**src/rtl/b_stage_param.sv**
```systemverilog
// Branch stage: merges a per-destination flag from a writable table into each
// accepted packet and steers the held result to channel a or b.
module b_stage_param #(
   parameter int PW      = 38,
   parameter int DEST_LO = 20,
   parameter int DEST_W  = 7,
   parameter int BR_POS  = 18,
   parameter int MF_POS  = 18,
   parameter int CNT_W   = 16
) (
   input  logic              CP,
   input  logic              MR,
   input  logic [PW-1:0]     PACKET_IN,
   input  logic              Send_in,
   output logic              Ack_out,
   output logic [PW-1:0]     PACKET_OUT,
   output logic              Send_out_a,
   input  logic              Ack_in_a,
   output logic              Send_out_b,
   input  logic              Ack_in_b,
   input  logic              Tw_en,
   input  logic [DEST_W-1:0] Tw_addr,
   input  logic              Tw_data,
   output logic [CNT_W-1:0]  Cnt_a,
   output logic [CNT_W-1:0]  Cnt_b
);

   localparam int DEPTH = 1 << DEST_W;

   logic [PW-1:0]     dl;
   logic              v;
   logic              s;
   logic [DEPTH-1:0]  sub_ps;
   logic [CNT_W-1:0]  cnt_a;
   logic [CNT_W-1:0]  cnt_b;

   logic [DEST_W-1:0] dest;
   logic              flag;
   logic [PW-1:0]     merged;
   logic              sel_ack;
   logic              in_xfer;
   logic              out_a;
   logic              out_b;

   // A write to the entry being looked up on the same edge is forwarded.
   always_comb begin
      dest           = PACKET_IN[DEST_LO +: DEST_W];
      flag           = (Tw_en && (Tw_addr == dest)) ? Tw_data : sub_ps[dest];
      merged         = PACKET_IN;
      merged[MF_POS] = flag;
      sel_ack        = s ? Ack_in_b : Ack_in_a;
      Ack_out        = !MR && (!v || sel_ack);
      in_xfer        = Send_in && Ack_out;
      out_a          = v && !s && Ack_in_a;
      out_b          = v && s && Ack_in_b;
   end

   always_ff @(posedge CP) begin
      if (MR) begin
         dl     <= '0;
         v      <= 1'b0;
         s      <= 1'b0;
         sub_ps <= '0;
         cnt_a  <= '0;
         cnt_b  <= '0;
      end else begin
         // Routing uses the original branch bit, even when it is the merge target.
         if (in_xfer) begin
            dl <= merged;
            s  <= PACKET_IN[BR_POS];
            v  <= 1'b1;
         end else if (out_a || out_b) begin
            v  <= 1'b0;
         end
         if (Tw_en) sub_ps[Tw_addr] <= Tw_data;
         if (out_a) cnt_a <= cnt_a + CNT_W'(1);
         if (out_b) cnt_b <= cnt_b + CNT_W'(1);
      end
   end

   assign PACKET_OUT = dl;
   assign Send_out_a = v && !s;
   assign Send_out_b = v && s;
   assign Cnt_a      = cnt_a;
   assign Cnt_b      = cnt_b;

endmodule

```
**config.mk**
```make
export PLATFORM = sky130hd
export DESIGN_NAME = b_stage_param
export DESIGN_NICKNAME = d
export VERILOG_FILES = /design/src/rtl/b_stage_param.sv
export SDC_FILE = /design/constraint.sdc
export NUM_CORES = 1
export LEC_CHECK = 0
export ABC_AREA = 0
export BUFFER_PORTS_ARGS = -buffer_cell sky130_fd_sc_hd__buf_4
export CORE_UTILIZATION = 30
export CTS_CLUSTER_SIZE = 25
export DETAILED_ROUTE_END_ITERATION = 7
export RECOVER_POWER = 50
export SLEW_MARGIN = 20
export SYNTH_ARGS = -nofsm -noshare
export SYNTH_HDL_FRONTEND = slang
export SYNTH_SLANG_ARGS = --single-unit
```
**constraint.sdc**
```tcl
create_clock -name CP -period 2.45 [get_ports CP]
set_clock_uncertainty 0.1 [all_clocks]
set_input_delay 0.245 -clock CP [delete_from_list [all_inputs] [get_ports CP]]
set_output_delay 0.245 -clock CP [all_outputs]
set_load 0.03 [all_outputs]
```
# Word level (Yosys, flattened, before mapping)
# Cells that the tools add are included.
[classes]
n_eq_ne = 1
n_addsub = 2
n_lt_le_gt_ge = 3
reduce_logical = 14
n_mux = 9
[ops]
columns = ["operator", "n"]
rows = [
  ["$bwmux 128", 1],
  ["$add 16x1->16 const B", 2],
  ["$lt 7x8->1 const B", 2],
  ["$logic_and 1x1->1", 8],
  ["$bmux 1 s7", 1],
  ["$demux 1 s7", 1],
  ["$eq 7x7->1", 1],
  ["$ge 7x1->1 const B", 1],
  ["$mux 1", 6],
  ["$logic_not 1->1", 3],
  ["$logic_or 1x1->1", 2],
  ["$reduce_bool 2->1", 1],
]
[totals]
register_bits = 200
output_inout_bits = 73

# Logic depth before layout (Yosys ltp)
# Gate-level depths: netlist of the first run.
[depth]
word_depth = 6
mapped_depth = 9
ltp_nobuf = 6

# Least setup slack after synthesis of the first run
# No wires, ideal clock.
[synth_path]
kind = "register -> register"
start = "reg s"
end = "reg dl[18] (netlist: PACKET_OUT[18])"
arrival_time_ns = 1.936
stages_incl_launch_ff = 9
slack_ns = 0.293
required_time_ns = 2.229
path_cell_list = "dfxtp_1 mux2i_1 a21oi_1 and2_1 clkbuf_1 clkbuf_1 nor3b_1 a31oi_1 o21ai_1"
[synth_between]
elab_chain_cells = 4
[synth_lines]
columns = ["element", "line", "text"]
rows = [
  ["start, declared", "32", "logic s;"],
  ["start signal, assigned", "70", "s <= PACKET_IN[BR_POS];"],
  ["$mux 1", "51", "sel_ack = s ? Ack_in_b : Ack_in_a;"],
  ["$logic_or 1x1->1", "52", "Ack_out = !MR && (!v || sel_ack);"],
  ["$logic_and 1x1->1", "52", ""],
  ["via Ack_out", "15", "output logic Ack_out,"],
  ["$logic_and 1x1->1", "53", "in_xfer = Send_in && Ack_out;"],
  ["end signal, assigned", "69", "dl <= merged;"],
  ["end, declared", "30", "logic [PW-1:0] dl;"],
]
# The timed path passes the listed nets, and every way through them passes these cells.
# A chain may end at the register's enable or synchronous reset.

# Worst setup path in the final report of the first run
[layout_path]
start = "reg s"
end = "reg cnt_b[15] (netlist: Cnt_b[15])"
[layout_between]
elab_chain_cells = 2
[layout_lines]
columns = ["element", "line", "text"]
rows = [
  ["$logic_and 1x1->1 (2 in series)", "55", "out_b = v && s && Ack_in_b;"],
  ["end signal, assigned", "77", "if (out_b) cnt_b <= cnt_b + CNT_W'(1);"],
  ["end, declared", "35", "logic [CNT_W-1:0] cnt_b;"],
]
# No other way between the ends.

==> metrics.yaml, run 1 <==
status: "finished, final reports clean"
reg2reg_to: "Cnt_b[15]$_SDFFE_PP0P_"
grt_max_degree: 201
ant_nets: 0
clockPowerShare: 0.404
drv_slew: 0
synth_flop_cell: "dfxtp_1"
synth_area_sq_mm: 0.00903
final_cell_count_no_fill: 1611
num_rows: 63
io_buffers: 124
regArea_sq_mm: 0.00400
cts_tree: "done"
die_h_um: 175
met3_usage: 0.0297
cts_htree_levels: 4
synth_area_per_cell_sq_um: 8.28
finalCriticalPeriod_ns: 2.09
ys_warn_count: 0
dp_hpwl_um: 17800
synth_nets: 1144
synthToLayoutAreaGrowth_pct: 22.1
path_cells: "and3_1, and4_1, nand4_1, or3_1, a21oi_1"
dp_cells: 1548
wl_um: 28700
dr.pass1.iters: 6
hold_end: "PACKET_OUT[30]$_SDFFE_PP0P_"
die_x_um: 175
r2r_cells: 5
viasPerCell: 5.36
internal-power_mw: 4.87
layout.nets: 1262
drive_gt1_frac: 0.143
grt_usage: 0.185
timing.rr.start: "s$_SDFFE_PP0P_"
cp-start-kind: "flip-flop"
cp_num_buf_inv: 0
drc_errors: 0
dr_total_vias: 8629
synth-seq-cells: 200
max_stage_delay_ns: 0.42
fin_crit_sh: 0.853
ios: 125
finalSetupViolCount: 0
maxCapViolCount: 0
ys_async_sr_fraction: 0
die_area_sq_mm: 0.0308
drtIter0Drc: 987
max_clock_freq_mhz: 479
start_util: 0.305
final_hold_viol_count: 0
grt_use_met1: 0.249
cp_data_required_time_ns: 2.71
synthCells: 1090
post-cts-setup-buffers: 0
whs_path_depth: 3
clk_pin_slew_ns: 0.08
grt_use_met2: 0.299
cts-root-buf: "clkbuf_16"
place.gp.congestion: 0.885
grt_pass1_vias: 7906
coreArea_sq_mm: 0.0296
end_kind: "flip-flop"
rrSetupSlack_ns: 0.36
diodes: 0
multiInputGateArea_sq_mm: 0.00463
numCtsBuffers: 17
worst_path_max_delay_cell: "dfxtp_1"
overflow: 0
peakVddDrop_mv: 0.385
path_max_fanout: 6
crit_type: "reg2reg"
antenna_found_initial: 0
power_frac_seq: 0.494
grt.busiest_layer: "met2"
cts_sinks: 200
cts_max_path_buffers: 2
p_leak_nw: 3.74
tightest_slew_ns: 0.905
ys_seq_area_frac: 0.443
synth_cell_types: 42
ctsResizeCount: 0
synth_edf_count: 0
tns_ns: 0
power.density_mw_per_mm2: 607
cts_hold_buf: 31
hold_class: "in2reg"
swShare: 0.272
critPathArrivalTime_ns: 2.35
cp_top_family: "simple AND/OR/NAND/NOR gates"
worst_skew_pair.late_latency_ns: 0.44
holdCritStartpoint: "PACKET_IN[30]"
rsz0062_at_grt: "no"
grt_pass1_wl_um: 44800
nFillCells: 3014
p_switching_mw: 1.82
max_slew_margin: 0.397
final_common_cell: "dfxtp_1"
wl_per_cell_um: 17.8
mostFrequentLayoutCells: "200 x dfxtp_1, 173 x a21oi_1, 134 x o21ai_0"
combinationalPowerShare: 0.102
==> cell type report <==
cell class                      count  area share
Multi-Input combinational cell    798       0.420
Sequential cell                   200       0.363
Timing Repair Buffer              189       0.122
Tap cell                          390      0.0443
Clock buffer                       19      0.0402
Clock inverter                     13      0.0101
Inverter                            2    0.000681
==> Yosys cell counts, drive strengths merged, types with 13 or more instances <==
cell	instances	share of area
xnor2	13	0.013
a21oi	173	0.096
clkbuf	70	0.029
o21ai	135	0.075
nand2	120	0.050
mux4	29	0.073
buf	20	0.014
xor2	20	0.019
nor2	71	0.030
nand3	133	0.074
mux2i	13	0.014
dfxtp	200	0.44
==> power by group through the flow <==
stage / clock, mW / combinational (mW) / sequential [mW]
floorplan: 0 / 0.334 / 3.44
global placement: 0 / 0.654 / 3.38
detailed placement: 0 / 0.657 / 3.38
CTS: 2.77 / 0.698 / 3.31
global route: 2.90 / 0.725 / 3.31
finish: 2.70 / 0.679 / 3.31
==> kinds of logic (layout without fill, tap and decap cells) <==
| kind of cell | count (synthesis) | count (layout) | share of synthesized area |
|---|---|---|---|
| simple gates | 400 | 400 | 0.207 |
| fa+ha+maj | 2 | 2 | 0.00277 |
| xor+xnor | 33 | 33 | 0.0320 |
| buf+inv | 92 | 223 | 0.0441 |
| compound gates | 318 | 318 | 0.180 |
| flops | 200 | 200 | 0.443 |
| mux | 45 | 45 | 0.0913 |
==> worst register-to-register path, delay by kind of cell (launching register included) <==
kind | cells | cell delay (ns)
AND/OR/NAND/NOR | 4 | 1.37
flip-flops | 1 | 0.42
AO/OA/AOI/OAI | 1 | 0.14
==> through the flow <==
step / hold slack [ns] / util / cell area [sq um] / power (mW) / worst slack [ns]
6_report: 0.00968 / 0.372 / 11000 / 6.69 / 0.360
5_1_grt: 0.0209 / 0.372 / 11000 / 6.93 / 0.177
4_1_cts: 0.00746 / 0.379 / 11200 / 6.77 / 0.354
3_5_place_dp: 0.347 / 0.349 / 10400 / 4.04 / 0.0771
3_3_place_gp: 0.342 / 0.349 / 10400 / 4.04 / 0.133
2_1_floorplan: 0.262 / - / 9030 / 3.78 / 0.293
==> worst max-delay path by stage <==
| stage | slack, ns | end | startpoint | cells after the start |
|---|---|---|---|---|
| floorplan | 0.29 | PACKET_OUT[18]$_SDFFE_PP0P_ | s$_SDFFE_PP0P_ | 8 |
| global placement | 0.13 | PACKET_OUT[18]$_SDFFE_PP0P_ | PACKET_IN[20] | 7 |
| detailed placement | 0.08 | PACKET_OUT[18]$_SDFFE_PP0P_ | PACKET_IN[20] | 7 |
| CTS | 0.35 | Cnt_b[15]$_SDFFE_PP0P_ | s$_SDFFE_PP0P_ | 5 |
| global route | 0.18 | Cnt_b[15]$_SDFFE_PP0P_ | s$_SDFFE_PP0P_ | 5 |
| finish | 0.36 | Cnt_b[15]$_SDFFE_PP0P_ | s$_SDFFE_PP0P_ | 5 |
==> registers in the layout, summed over array words and instances, names as in the netlist <==
register / cells
sub_ps: 128
PACKET_OUT: 38
Cnt_a: 16
Cnt_b: 16
s: 1
v: 1
==> per-layer routing <==
| metal | up-vias | wire [um] |
|---|---|---|
| met5 | - | 0 |
| met1 | 4112 | 12800 |
| li1 | 4104 | - |
| met4 | 0 | 570 |
| met3 | 40 | 2020 |
| met2 | 373 | 13300 |
No activity file was read; power rests on OpenSTA's default activity.
==> run 2, diff against run 1 <==
CORE_ASPECT_RATIO = 0.8   (was not set)
MAX_ROUTING_LAYER = met4   (was not set)
REMOVE_ABC_BUFFERS = 1   (was not set)
==> run 2 against run 1 <==
Effect of this change:
- non-clock buffer count down 2
- global-route usage up 0.34 points
- maximum frequency up 3.2%
- critical endpoint is now PACKET_OUT[18]$_SDFFE_PP0P_
- register-to-register slack better by 0.07 ns
- sequential share of layout area shrank 0.13 points
- sequential cell count stayed put
- clock-buffer cell count rose by 4
- combinational power about the same
- die area barely moved
- largest power group unchanged
==> metrics.yaml, run 2 (same netlist as run 1, synthesis figures left out) <==
drtIter0Drc: 895  # was 987
grt_usage: 0.188  # was 0.185
path_max_fanout: 2  # was 6
cp_data_required_time_ns: 2.69  # was 2.71 ns
synthToLayoutAreaGrowth_pct: 22.5  # was 22.1%
diodes: 0  # unchanged
viasPerCell: 5.42  # was 5.36
drv_slew: 0  # unchanged
wl_um: 28800  # was 28700 um
peakVddDrop_mv: 0.442  # was 0.385 mV
dr.pass1.iters: 5  # was 6
place.gp.congestion: 0.844  # was 0.885
finalHoldWorstSlack_ns: 0.0169  # was 0.00968 ns
grt_pass1_wl_um: 44300  # was 44800 um
io_buffers: 124  # unchanged
path_cells: "mux4_1, mux2_4, o211ai_2, a21oi_1, o41ai_2, o21ai_1"  # was and3_1, and4_1, nand4_1, or3_1, a21oi_1
p_leak_nw: 3.77  # was 3.74 nW
final_common_cell: "dfxtp_1"  # unchanged
dp_hpwl_um: 17700  # was 17800 um
regArea_sq_mm: 0.00400  # unchanged
rsz0062_at_grt: "no"  # unchanged
cts_tree: "done"  # unchanged
clk_pin_slew_ns: 0.08  # about the same
hold_class: "in2reg"  # unchanged
max_slew_margin: 0.307  # was 0.397
cts_sinks: 200  # unchanged
overflow: 0  # unchanged
power.density_mw_per_mm2: 623  # was 607 mW/mm^2
grt_pass1_vias: 7825  # was 7906
cp_num_buf_inv: 0  # unchanged
start_util: 0.307  # was 0.305
mostFrequentLayoutCells: "200 x dfxtp_1, 173 x a21oi_1, 134 x o21ai_0"  # unchanged
layout.nets: 1260  # was 1262
cp_top_family: "multiplexers"  # was simple AND/OR/NAND/NOR gates
nFillCells: 2973  # was 3014
finalCriticalPeriod_ns: 2.02  # was 2.09 ns
maxCapViolCount: 0  # unchanged
coreArea_sq_mm: 0.0294  # was 0.0296 sq mm
max_clock_freq_mhz: 494  # was 479 MHz
crit_type: "reg2reg"  # unchanged
ant_nets: 0  # unchanged
wl_per_cell_um: 18.0  # was 17.8 um
ctsResizeCount: 0  # unchanged
drive_gt1_frac: 0.144  # was 0.143
multiInputGateArea_sq_mm: 0.00463  # unchanged
grt_max_degree: 201  # unchanged
antenna_found_initial: 0  # unchanged
final_hold_viol_count: 0  # unchanged
die_h_um: 157  # was 175 um
cts-root-buf: "clkbuf_16"  # unchanged
tns_ns: 0  # unchanged
worst_path_max_delay_cell: "mux4_1"  # was dfxtp_1
pre_cts_ws_ns: 0.213  # was 0.0771 ns
num_rows: 56  # was 63
critPathArrivalTime_ns: 2.26  # was 2.35 ns
dp_cells: 1532  # was 1548
worst_skew_pair.late_latency_ns: 0.44  # about the same
fin_area_sq_mm: 0.0111  # was 0.0110 sq mm
ios: 125  # unchanged
cp-start-kind: "flip-flop"  # unchanged
finalSetupViolCount: 0  # unchanged
numCtsBuffers: 17  # unchanged
cts_max_path_buffers: 2  # unchanged
regMostFlops: "sub_ps"  # unchanged
status: "finished, final reports clean"  # unchanged
post-cts-setup-buffers: 0  # unchanged
die_x_um: 196  # was 175 um
end_kind: "flip-flop"  # unchanged
fin_util: 0.376  # was 0.372
max_stage_delay_ns: 0.49  # was 0.42 ns
tightest_slew_ns: 1.04  # was 0.905 ns
cts_htree_levels: 4  # unchanged
fin_ws_ns: 0.426  # was 0.360 ns
final_cell_count_no_fill: 1596  # was 1611
fin_crit_sh: 0.826  # was 0.853
dr_total_vias: 8646  # was 8629
die_area_sq_mm: 0.0308  # about the same
dpl-instance-area_sq_mm: 0.0103  # was 0.0104 sq mm
largest_register_ffs: 128  # unchanged
total_power_mw: 6.89  # was 6.69 mW
drc_errors: 0  # unchanged
## run 2: cell count changes in the layout (fill, tap and decap cells not counted), sizes merged
| cell | delta |
|---|---|
| buf | +2 |
| bufinv | +2 |
| clkbuf | -1 |
| clkinv | -3 |
| dlygate4sd3 | +1 |
| inv | -3 |
## run 2: worst paths after layout
check             slack [ns]                     endpoint  depth (start not counted)                  startpoint
setup reg to reg        0.43  PACKET_OUT[18]$_SDFFE_PP0P_                          6     sub_ps[10]$_SDFFE_PP0P_
hold reg to reg         0.36   PACKET_OUT[5]$_SDFFE_PP0P_                          2  PACKET_OUT[5]$_SDFFE_PP0P_
setup / recovery        0.43  PACKET_OUT[18]$_SDFFE_PP0P_                          6     sub_ps[10]$_SDFFE_PP0P_
hold / removal          0.02  PACKET_OUT[25]$_SDFFE_PP0P_                          3               PACKET_IN[25]
## run 2: power by group
group | internal (mW) | switching, mW | total (mW)
sequential | 3.29 | 0.0215 | 3.31
combinational | 0.226 | 0.454 | 0.680
clock | 1.60 | 1.30 | 2.90
## run 2: cell type report
class | instances | area share
repair buffers | 187 | 0.123
clock inverters | 9 | 0.0103
clock buffers | 23 | 0.0432
multi-input cells | 798 | 0.418
well taps | 377 | 0.0426
flip-flops and latches | 200 | 0.362
inverters | 2 | 0.000679
## run 2: what timing repair did
item / 4_1_cts / 5_1_grt
hold buffers: 32 / 0
endpoints found under the setup margin: 0 / 0
endpoints found under the hold margin: 32 / 0
## run 2: routing by layer
metal / routed length, um / global-route usage / share of wire
met1: 12800 / 0.246 / 0.44
met2: 13400 / 0.289 / 0.47
met3: 1950 / 0.0405 / 0.068
met4: 620 / 0.0592 / 0.022
met5: 0 / - / 0
## run 2: worst reg2reg max path: stages (launching register included)
cell and delay, ns:
dfxtp_1 0.31, mux4_1 0.49, mux2_4 0.29, o211ai_2 0.14, a21oi_1 0.13, o41ai_2 0.37
o21ai_1 0.10
